## src/rtl/mem_access_stage_if.sv

```systemverilog
// -----------------------------------------------------------------------------
// mem_access_stage_if
//   Data-memory request/acknowledge bus between the memory stage (master) and
//   the data memory (slave).
//
//   mem_req    master->slave  request held high until mem_ack
//   mem_we     master->slave  1 = store, 0 = load
//   mem_addr   master->slave  word-aligned address {addr[31:2], 2'b00}
//   mem_be     master->slave  byte-lane enables
//   mem_wdata  master->slave  lane-replicated store data
//   mem_rdata  slave->master  read word, valid while mem_ack is high
//   mem_ack    slave->master  one-cycle completion pulse
// -----------------------------------------------------------------------------
interface mem_access_stage_if;
    logic        mem_req;
    logic        mem_we;
    logic [31:0] mem_addr;
    logic [3:0]  mem_be;
    logic [31:0] mem_wdata;
    logic [31:0] mem_rdata;
    logic        mem_ack;

    modport master (
        output mem_req, mem_we, mem_addr, mem_be, mem_wdata,
        input  mem_rdata, mem_ack
    );

    modport slave (
        input  mem_req, mem_we, mem_addr, mem_be, mem_wdata,
        output mem_rdata, mem_ack
    );
endinterface

```

## src/rtl/mem_access_stage.sv

```systemverilog
// -----------------------------------------------------------------------------
// mem_access_stage
//   Memory stage following the execute ALU. Performs RISC-V byte/half/word
//   loads and stores over a req/ack data-memory port with lane steering, byte
//   enables and sign/zero extension, and returns one registered result per
//   instruction together with a one-cycle done pulse and an error cause.
//
//   Parameters
//     TIMEOUT     cycles in REQ without mem_ack before a bus timeout (2..255)
//
//   Ports
//     clock       system clock, rising edge
//     reset       synchronous, active-low
//     valid_in    upstream instruction present (sampled in IDLE only)
//     alu_res     effective address or pass-through value
//     store_data  rs2 value for stores
//     funct3      000 B, 001 H, 010 W, 100 BU, 101 HU
//     mem_read    load instruction
//     mem_write   store instruction (wins over mem_read)
//     stall       upstream must hold its inputs
//     mem         data-memory bus (master side)
//     done        one-cycle pulse, result/err valid
//     result      extended load data, or alu_res
//     err         error flag qualified by done
//     err_cause   01 misaligned, 10 bus timeout, 11 illegal funct3
// -----------------------------------------------------------------------------
module mem_access_stage #(
    parameter int unsigned TIMEOUT = 16
) (
    input  logic                clock,
    input  logic                reset,
    input  logic                valid_in,
    input  logic [31:0]         alu_res,
    input  logic [31:0]         store_data,
    input  logic [2:0]          funct3,
    input  logic                mem_read,
    input  logic                mem_write,
    output logic                stall,
    mem_access_stage_if.master  mem,
    output logic                done,
    output logic [31:0]         result,
    output logic                err,
    output logic [1:0]          err_cause
);

    typedef enum logic [1:0] {
        IDLE = 2'd0,
        REQ  = 2'd1,
        RESP = 2'd2
    } state_t;

    localparam logic [7:0] CNT_LAST = 8'(TIMEOUT - 1);

    state_t      state_q,     state_d;
    logic        req_q,       req_d;
    logic        we_q,        we_d;
    logic [31:0] addr_q,      addr_d;
    logic [3:0]  be_q,        be_d;
    logic [31:0] wdata_q,     wdata_d;
    logic        done_q,      done_d;
    logic        err_q,       err_d;
    logic [1:0]  cause_q,     cause_d;
    logic [31:0] result_q,    result_d;
    logic [7:0]  cnt_q,       cnt_d;
    logic [1:0]  lo_q,        lo_d;
    logic [2:0]  f3_q,        f3_d;
    logic [31:0] alu_q,       alu_d;

    // Byte enables for the addressed lane(s); size comes from funct3[1:0].
    function automatic logic [3:0] lane_be(input logic [2:0] f3, input logic [1:0] lo);
        logic [3:0] be;
        case (f3[1:0])
            2'b00:   be = 4'b0001 << lo;
            2'b01:   be = lo[1] ? 4'b1100 : 4'b0011;
            default: be = 4'b1111;
        endcase
        return be;
    endfunction

    // Replicate the store operand across all lanes so the memory only has to
    // honour the byte enables.
    function automatic logic [31:0] lane_wdata(input logic [2:0] f3, input logic [31:0] sd);
        logic [31:0] wd;
        case (f3[1:0])
            2'b00:   wd = {4{sd[7:0]}};
            2'b01:   wd = {2{sd[15:0]}};
            default: wd = sd;
        endcase
        return wd;
    endfunction

    // Shift the addressed lane down to bit 0, then sign- or zero-extend.
    function automatic logic [31:0] load_extend(input logic [2:0] f3, input logic [1:0] lo,
                                                input logic [31:0] rd);
        logic [31:0] sh;
        logic [31:0] ext;
        sh = rd >> {lo, 3'b000};
        case (f3)
            3'b000:  ext = {{24{sh[7]}},  sh[7:0]};
            3'b001:  ext = {{16{sh[15]}}, sh[15:0]};
            3'b100:  ext = {24'd0, sh[7:0]};
            3'b101:  ext = {16'd0, sh[15:0]};
            default: ext = rd;
        endcase
        return ext;
    endfunction

    logic is_mem;
    logic f3_legal;
    logic misaligned;

    always_comb begin
        is_mem     = mem_read | mem_write;
        f3_legal   = (funct3 == 3'b000) || (funct3 == 3'b001) || (funct3 == 3'b010) ||
                     (funct3 == 3'b100) || (funct3 == 3'b101);
        misaligned = ((funct3[1:0] == 2'b01) && alu_res[0]) ||
                     ((funct3[1:0] == 2'b10) && (alu_res[1:0] != 2'b00));
    end

    always_comb begin
        state_d  = state_q;
        req_d    = req_q;
        we_d     = we_q;
        addr_d   = addr_q;
        be_d     = be_q;
        wdata_d  = wdata_q;
        done_d   = 1'b0;
        err_d    = err_q;
        cause_d  = cause_q;
        result_d = result_q;
        cnt_d    = cnt_q;
        lo_d     = lo_q;
        f3_d     = f3_q;
        alu_d    = alu_q;

        case (state_q)
            IDLE: begin
                if (valid_in) begin
                    if (!is_mem) begin
                        result_d = alu_res;
                        done_d   = 1'b1;
                        state_d  = RESP;
                    end else if (!f3_legal) begin
                        err_d    = 1'b1;
                        cause_d  = 2'b11;
                        done_d   = 1'b1;
                        state_d  = RESP;
                    end else if (misaligned) begin
                        err_d    = 1'b1;
                        cause_d  = 2'b01;
                        result_d = alu_res;
                        done_d   = 1'b1;
                        state_d  = RESP;
                    end else begin
                        lo_d    = alu_res[1:0];
                        f3_d    = funct3;
                        alu_d   = alu_res;
                        req_d   = 1'b1;
                        we_d    = mem_write;
                        addr_d  = {alu_res[31:2], 2'b00};
                        be_d    = lane_be(funct3, alu_res[1:0]);
                        wdata_d = lane_wdata(funct3, store_data);
                        cnt_d   = 8'd0;
                        state_d = REQ;
                    end
                end
            end
            REQ: begin
                // Ack takes priority over a timeout landing in the same cycle.
                if (mem.mem_ack) begin
                    req_d    = 1'b0;
                    result_d = we_q ? alu_q : load_extend(f3_q, lo_q, mem.mem_rdata);
                    done_d   = 1'b1;
                    state_d  = RESP;
                end else if (cnt_q == CNT_LAST) begin
                    req_d   = 1'b0;
                    err_d   = 1'b1;
                    cause_d = 2'b10;
                    done_d  = 1'b1;
                    state_d = RESP;
                end else begin
                    cnt_d = cnt_q + 8'd1;
                end
            end
            RESP: begin
                err_d   = 1'b0;
                cause_d = 2'b00;
                state_d = IDLE;
            end
            default: begin
                state_d = IDLE;
            end
        endcase
    end

    always_ff @(posedge clock) begin
        if (!reset) begin
            state_q  <= IDLE;
            req_q    <= 1'b0;
            we_q     <= 1'b0;
            addr_q   <= 32'd0;
            be_q     <= 4'd0;
            wdata_q  <= 32'd0;
            done_q   <= 1'b0;
            err_q    <= 1'b0;
            cause_q  <= 2'b00;
            result_q <= 32'd0;
            cnt_q    <= 8'd0;
            lo_q     <= 2'b00;
            f3_q     <= 3'b000;
            alu_q    <= 32'd0;
        end else begin
            state_q  <= state_d;
            req_q    <= req_d;
            we_q     <= we_d;
            addr_q   <= addr_d;
            be_q     <= be_d;
            wdata_q  <= wdata_d;
            done_q   <= done_d;
            err_q    <= err_d;
            cause_q  <= cause_d;
            result_q <= result_d;
            cnt_q    <= cnt_d;
            lo_q     <= lo_d;
            f3_q     <= f3_d;
            alu_q    <= alu_d;
        end
    end

    assign stall         = ((state_q == IDLE) && valid_in) || (state_q == REQ);
    assign mem.mem_req   = req_q;
    assign mem.mem_we    = we_q;
    assign mem.mem_addr  = addr_q;
    assign mem.mem_be    = be_q;
    assign mem.mem_wdata = wdata_q;
    assign done          = done_q;
    assign err           = err_q;
    assign err_cause     = cause_q;
    assign result        = result_q;

endmodule

```

## src/flat_wrapper.sv

```systemverilog
// flat-port wrapper written by rule: the top's interface ports become plain ports
module mem_access_stage_flat 
#(
    parameter int unsigned TIMEOUT = 16
)
  (clock, reset, valid_in, alu_res, store_data, funct3, mem_read, mem_write, stall, done, result, err, err_cause, mem_mem_req, mem_mem_we, mem_mem_addr, mem_mem_be, mem_mem_wdata, mem_mem_rdata, mem_mem_ack);
  mem_access_stage_if mem_i ();
  input  logic clock;
  input  logic reset;
  input  logic valid_in;
  input  logic [31:0] alu_res;
  input  logic [31:0] store_data;
  input  logic [2:0] funct3;
  input  logic mem_read;
  input  logic mem_write;
  output logic stall;
  output logic done;
  output logic [31:0] result;
  output logic err;
  output logic [1:0] err_cause;
  output wire logic [$bits(mem_i.mem_req)-1:0] mem_mem_req;
  output wire logic [$bits(mem_i.mem_we)-1:0] mem_mem_we;
  output wire logic [$bits(mem_i.mem_addr)-1:0] mem_mem_addr;
  output wire logic [$bits(mem_i.mem_be)-1:0] mem_mem_be;
  output wire logic [$bits(mem_i.mem_wdata)-1:0] mem_mem_wdata;
  input wire logic [$bits(mem_i.mem_rdata)-1:0] mem_mem_rdata;
  input wire logic [$bits(mem_i.mem_ack)-1:0] mem_mem_ack;
  assign mem_mem_req = mem_i.mem_req;
  assign mem_mem_we = mem_i.mem_we;
  assign mem_mem_addr = mem_i.mem_addr;
  assign mem_mem_be = mem_i.mem_be;
  assign mem_mem_wdata = mem_i.mem_wdata;
  assign mem_i.mem_rdata = mem_mem_rdata;
  assign mem_i.mem_ack = mem_mem_ack;
  mem_access_stage #(.TIMEOUT(TIMEOUT)) u_core (.clock(clock), .reset(reset), .valid_in(valid_in), .alu_res(alu_res), .store_data(store_data), .funct3(funct3), .mem_read(mem_read), .mem_write(mem_write), .stall(stall), .mem(mem_i), .done(done), .result(result), .err(err), .err_cause(err_cause));
endmodule
```

## config.mk

```make
export PLATFORM = sky130hd
export DESIGN_NAME = mem_access_stage_flat
export DESIGN_NICKNAME = d
export VERILOG_FILES = /design/src/rtl/mem_access_stage_if.sv /design/src/rtl/mem_access_stage.sv /design/src/flat_wrapper.sv
export SDC_FILE = /design/constraint.sdc
export NUM_CORES = 1
export LEC_CHECK = 0
export BUFFER_PORTS_ARGS = -buffer_cell sky130_fd_sc_hd__buf_2
export CAP_MARGIN = 10
export CORE_MARGIN = 5
export CORE_UTILIZATION = 46
export DETAILED_ROUTE_END_ITERATION = 8
export PLACE_DENSITY = 0.79
export SETUP_SLACK_MARGIN = 0.2
export SLEW_MARGIN = 25
export SYNTH_ARGS = -nofsm -noshare
export SYNTH_HDL_FRONTEND = slang
export SYNTH_SLANG_ARGS = --single-unit
export TNS_END_PERCENT = 20
```

## constraint.sdc

```tcl
create_clock -name clock -period 2 [get_ports clock]
set_input_delay 0 -clock clock [delete_from_list [all_inputs] [get_ports clock]]
set_output_delay 0 -clock clock [all_outputs]
set_load 0.005 [all_outputs]
```

==> impl_metrics.tcl, run 1 <==
set metrics [dict create \
    status "finished, final reports clean" \
    drv_cap 0 \
    r2r-end "u_core.result[15]$_SDFFE_PN0P_" \
    grt_pass1_vias 6814 \
    path_max_fanout 8 \
    diodes 0 \
    fillers 1080 \
    clock_skew_ps 8.03 \
    endpoint_kind "flip-flop" \
    period_minus_slack_ps 1860 \
    ant_nets 0 \
    hold_ws_ps 3.88 \
    rsz0062_at_grt "true" \
    synth_edf_count 0 \
    instances_no_fill 1257 \
    syn_inst 817 \
    fmaxAchievable_mhz 539 \
    antenna_found_initial 0 \
    multi_input_area_mm2 0.00361 \
    die_x_um 128 \
    ios 212 \
    min_to "u_core.mem.mem_be[2]$_SDFFE_PN0P_" \
    leakage_nw 3.85 \
    vias 7388 \
    p_per_area_mw_per_mm2 770 \
    core_area_mm2 0.0137 \
    htree_levels 4 \
    vdd_ir_drop_max_mv 0.632 \
    areaGrowthSynthToFinish_pct 43.0 \
    crit_chain "buf_4, or3_1, o221a_2, nor2b_1, o41ai_1, o21a_1" \
    ys_ff_latch 119 \
    num_rows 43 \
    tightest_slew_ps 547 \
    setup_viol 0 \
    hold_violations 0 \
    place_congestion 0.883 \
    min_path_cells 3 \
    grt_max_degree 52 \
    drt-wirelength-per-cell_um 18.7 \
    first_pass_iters 6 \
    die-area_mm2 0.0163 \
    fin_nets 1176 \
    placed_cells 1146 \
    grt_usage_pct 27.0 \
    fin_util_pct 66.3 \
    setup_tns_ps 0 \
    cts.reportedPaths.clkPinSlew_ps 50 \
    synth_area_leaders "dfxtp_1, nand2_1, a21oi_1" \
    r2r_setup_slack_ps 140 \
    cpMaxStageDelayCell "o221a_2" \
    synthesis.area_mm2 0.00636 \
    slowest_delay_ps 360 \
    vias_per_cell 5.88 \
    wl_mm 23.5 \
    numClockSinks 119 \
    fin_crit_sh_pct 92.8 \
    overflow 0 \
    drt-initial-drc-count 718 \
    clk_latency_ps 420 \
    min_from "alu_res[1]" \
    cp.required_ps 2370 \
    start_util_pct 46.3 \
    criticalPathCategory "flip-flop to flip-flop" \
    die_height_um 128 \
    synth_top_area_share_pct 37.5 \
    synth_cell_types 58 \
    cp-start-kind "flip-flop" \
    total_power_mw 7.00 \
    io_buffers 209 \
    cts-root-buf "clkbuf_16" \
    drc 0 \
    synth_top_area_cell "dfxtp_1" \
    clk_path_buf_depth 2 \
    dp_hpwl_mm 15.3 \
    yosysWarnings 0 \
    cts_buffers 17 \
    hp-class "primary input to flip-flop" \
    drive_above_1_share_pct 31.3 \
    async_flop_share_pct 0 \
    rr_worst_depth 6 \
    ff_latch_area_mm2 0.00240 \
    cts_tree "built" \
    ys_seq_area_share_pct 37.5 \
    relSlewSlack_pct 63.4 \
    grt_pass1_wl_mm 35.2 \
    slew_viol_final 0 \
    syn_area_per_cell_um2 7.78 \
    reg2reg_from "u_core.alu_q[0]$_SDFFE_PN0P_" \
    synth_top_flop_cell "dfxtp_1" \
    crit_arrival_ps 2220 \
]
[metal layers]
layer / part of all wire [%] / global-route usage (%) / vias to the layer above
li1: - / - / 3390
met1: 38 / 32.5 / 3466
met2: 47 / 43.7 / 447
met3: 10 / 8.65 / 85
met4: 4.4 / 12.7 / 0
met5: 0 / 0 / -
[state kept, by name, indices dropped and copies added, names as in the netlist, 2 cells and up]
signal / flops
u_core.err_cause: 2
u_core.alu_q: 31
u_core.mem.mem_be: 4
u_core.state_q: 2
u_core.result: 32
u_core.f3_q: 3
u_core.cnt_q: 8
u_core.mem.mem_wdata: 32
[worst max-delay path, delay by kind of cell, from the launching register on]
kind                   cells  cell delay [ps]
DFF                        1              340
and+or+nand+nor            2              510
AOI/OAI and AO/OA          3              790
buffers and inverters      1              170
[synthesized netlist by cell type, types with 3 or more instances]
cell type  number
buf_4          32
a221o_1         5
o22ai_1         3
clkbuf_1       49
o31ai_1         5
or3_1           9
buf_1           3
o221ai_1        7
a21oi_1       110
buf_2          17
o211a_1         6
dfxtp_1       119
nand2_1       151
a311oi_1       11
nor2_1         29
nor3_1         19
o211ai_1        8
ha_1            5
inv_1          13
nor2b_1        28
nand2b_1        8
mux2i_1        25
nand3_1        10
a311o_1         6
a211oi_1       12
clkinv_1        4
o21ai_0        50
o221a_2         9
nand4_1         3
o2bb2ai_1      26
[worst max-delay path by stage]
stage	start	to	depth (start not counted)
global route	u_core.cnt_q[4]$_SDFFE_PN0P_	u_core.err$_SDFFE_PN0P_	4
CTS	u_core.cnt_q[4]$_SDFFE_PN0P_	u_core.err$_SDFFE_PN0P_	4
floorplan	u_core.alu_q[0]$_SDFFE_PN0P_	u_core.result[15]$_SDFFE_PN0P_	6
detailed placement	alu_res[0]	u_core.result[11]$_SDFFE_PN0P_	7
finish	u_core.alu_q[0]$_SDFFE_PN0P_	u_core.result[15]$_SDFFE_PN0P_	6
global placement	alu_res[0]	u_core.result[13]$_SDFFE_PN0P_	7
[report_power, final]
group | internal, mW | leakage [nW] | switching, mW | total (mW)
combinational | 0.787 | 2.62 | 0.860 | 1.65
sequential | 2.56 | 0.974 | 0.129 | 2.69
clock | 1.62 | 0.251 | 1.04 | 2.66
total | 4.97 | 3.85 | 2.03 | 7.00
[final cells by class]
class	instances	share of cell area, %
repair buffers	329	25.2
well taps	180	2.48
flip-flops and latches	119	26.3
clock buffers	25	5.23
inverters	17	0.771
multi-input cells	582	39.7
clock inverters	5	0.275
[cell usage in the layout, fill, tap and decap left out, drive strengths merged, types with 6 or more instances in the layout]
master       Yosys  final
buf             52    258
nand2          151    151
dfxtp          119    119
a21oi          110    110
dlygate4sd3      0     68
o21ai           52     52
nor2            29     29
nor2b           28     28
clkbuf          49     28
o2bb2ai         26     26
mux2i           25     25
nor3            20     20
inv             13     14
a211oi          13     13
a311oi          12     12
nand3           10     10
or3              9      9
o221a            9      9
nand2b           8      8
o211ai           8      8
clkinv           4      8
o221ai           7      7
a311o            6      6
o211a            6      6
[kinds of logic (layout without fill, tap and decap cells)]
logic type,count (synthesis),in the layout,synth area share [%]
buffers and inverters,118,376,9.19
muxes,26,26,4.11
adders and majority gates,5,5,0.984
and+or+nand+nor,269,269,19.1
DFF,119,119,37.5
AOI/OAI and AO/OA,279,280,29.0
other,1,2,0.0590
[per-stage QoR]
stage,cell area [µm²],worst slack [ps]
floorplan,6400,150
detailed placement,7530,33.7
global route,9090,68.2
finish,9090,144
CTS,8760,121
global placement,7530,107
[what timing repair did]
action / in CTS / in global routing
gates cloned: 1 / 4
buffers inserted: 0 / 8
endpoints found under the setup margin: 69 / 88
pin swaps: 5 / 8
hold buffers: 68 / 0
resized for setup: 14 / 46
hold endpoints to repair: 85 / 0
(Power assumes the default switching activity.)
==> run 2, diff against run 1 <==
--- a/config.mk
+++ b/config.mk
@@ -12,7 +12,6 @@
 export DETAILED_ROUTE_END_ITERATION = 8
 export PLACE_DENSITY = 0.79
 export SETUP_SLACK_MARGIN = 0.2
-export SLEW_MARGIN = 25
 export SYNTH_ARGS = -nofsm -noshare
 export SYNTH_HDL_FRONTEND = slang
 export SYNTH_SLANG_ARGS = --single-unit
==> constraint.sdc (replaced) <==
create_clock -name clock -period 2 [get_ports clock]
set_input_delay 0.3 -clock clock [delete_from_list [all_inputs] [get_ports clock]]
set_output_delay 0.3 -clock clock [all_outputs]
set_load 0.005 [all_outputs]
==> impl_metrics.tcl, run 2 (same netlist as run 1, synthesis figures left out) <==
set metrics [dict create \
    status "finished, final reports clean" \
    min_from "alu_res[19]" \
    crit_arrival_ps 2230 \
    r2r_setup_slack_ps 90 \
    num_rows 43 \
    clk_path_buf_depth 2 \
    vdd_ir_drop_max_mv 0.566 \
    vias 6940 \
    hp-class "primary input to flip-flop" \
    dp_hpwl_mm 15.4 \
    grt_pass1_vias 6423 \
    cts-root-buf "clkbuf_16" \
    final_cell_mix "buf_2, nand2_1, dfxtp_1" \
    htree_levels 4 \
    fin_crit_sh_pct 95.6 \
    instances_no_fill 1196 \
    cts_buffers 17 \
    ant_nets 0 \
    final_common_cell "buf_2" \
    grt_usage_pct 25.8 \
    endpoint_kind "flip-flop" \
    overflow 0 \
    holdBufCountCts 0 \
    place_congestion 0.946 \
    wl_mm 21.9 \
    fin_util_pct 61.9 \
    criticalPathCategory "flip-flop to flip-flop" \
    fmaxAchievable_mhz 523 \
    drt-wirelength-per-cell_um 18.3 \
    first_pass_iters 5 \
    leakage_nw 3.62 \
    start_util_pct 46.3 \
    tightest_slew_ps 503 \
    antenna_found_initial 3 \
    rsz0062_at_grt "true" \
    cp-start-kind "flip-flop" \
    placed_cells 1150 \
    areaGrowthSynthToFinish_pct 33.6 \
    die_height_um 128 \
    drv_cap 0 \
    r2r-end "u_core.state_q[1]$_SDFFE_PN0P_" \
    fillers 1208 \
    total_power_mw 7.40 \
    p_per_area_mw_per_mm2 871 \
    drive_above_1_share_pct 34.1 \
    numClockSinks 119 \
    path_max_fanout 3 \
    cp.required_ps 2320 \
    rr_worst_depth 5 \
    cts_tree "built" \
    drc 0 \
    relSlewSlack_pct 66.5 \
    cts.reportedPaths.clkPinSlew_ps 50 \
    hold_ws_ps 134 \
    hold_violations 0 \
    io_buffers 209 \
    grt_pass1_wl_mm 33.1 \
    drt-initial-drc-count 719 \
    fin_nets 1112 \
    slew_viol_final 0 \
    clock_skew_ps 5.90 \
    clk_latency_ps 430 \
    period_minus_slack_ps 1910 \
    min_to "u_core.alu_q[19]$_SDFFE_PN0P_" \
    ios 212 \
    die-area_mm2 0.0163 \
    setup_viol 0 \
    vias_per_cell 5.80 \
    reg2reg_from "u_core.cnt_q[4]$_SDFFE_PN0P_" \
    setup_tns_ps 0 \
    die_x_um 128 \
    core_area_mm2 0.0137 \
    grt_max_degree 43 \
    min_path_cells 3 \
]
==> run 2: cell count changes in the layout (fill, tap and decap cells not counted), moves of 4 or more <==
| cell | before | now |
|---|---|---|
| bufinv_16 | 0 | 4 |
| o21ai_0 | 44 | 49 |
| dlygate4sd3_1 | 68 | 0 |
| o21ai_1 | 8 | 3 |
| buf_4 | 35 | 42 |
==> run 2: worst max-delay path, cell delays in order, from the launching register on <==
cell and delay, ps:
dfxtp_2 310, or4_4 550, buf_4 160, o21ai_0 360, nand2b_1 140, a211oi_1 280
==> run 2: worst max-delay path by stage <==
stage | start | to | slack [ps]
after detailed placement | alu_res[0] | u_core.mem.mem_wdata[12]$_SDFFE_PN0P_ | -50
after floorplan | u_core.alu_q[0]$_SDFFE_PN0P_ | u_core.result[15]$_SDFFE_PN0P_ | 150
after CTS | u_core.cnt_q[7]$_SDFFE_PN0P_ | u_core.err_cause[0]$_SDFFE_PN0P_ | 90
after global placement | alu_res[0] | u_core.cnt_q[5]$_SDFFE_PN0P_ | 2
after global routing | u_core.cnt_q[4]$_SDFFE_PN0P_ | u_core.err_cause[1]$_SDFFE_PN0P_ | 40
final | u_core.cnt_q[4]$_SDFFE_PN0P_ | u_core.state_q[1]$_SDFFE_PN0P_ | 90
==> run 2: cell type report <==
class / instances / area (µm²) / area share [%]
tap: 180 / 225 / 2.65
clock inverter: 9 / 148 / 1.74
inverter: 17 / 72.6 / 0.854
timing repair buffer: 266 / 1610 / 19.0
antenna: 1 / 2.50 / 0.0295
clock buffer: 23 / 468 / 5.51
multi-input combinational: 581 / 3570 / 42.1
sequential: 119 / 2400 / 28.2
==> run 2: where the power goes <==
group / leakage [nW] / total [mW] / switching [mW] / internal (mW)
Sequential: 0.974 / 2.68 / 0.122 / 2.56
Clock: 0.301 / 3.22 / 1.08 / 2.14
Combinational: 2.34 / 1.50 / 0.807 / 0.692
==> run 2: what timing repair did <==
item,4_1_cts,5_1_grt
endpoints found under the setup margin,109,50
buffers inserted,4,7
gates resized for setup,21,25
cloned,1,1
pin swaps,6,8
==> run 2: metrics by stage <==
step,cell area [µm²],setup WS (ps)
detailed placement,7580,-51.1
floorplan,6420,150
global route,8500,38.9
finish,8500,87.9
global placement,7580,2.14
CTS,8320,88.7
==> run 2: layer usage <==
| layer | track usage, % | vias to the layer above | part of all wire [%] | wire length, µm |
|---|---|---|---|---|
| met3 | 9.28 | 55 | 12 | 2530 |
| met1 | 31.5 | 3209 | 39 | 8470 |
| li1 | - | 3263 | - | - |
| met5 | 0 | - | 0.096 | 21 |
| met4 | 9.72 | 4 | 2.3 | 511 |
| met2 | 41.7 | 409 | 47 | 10300 |
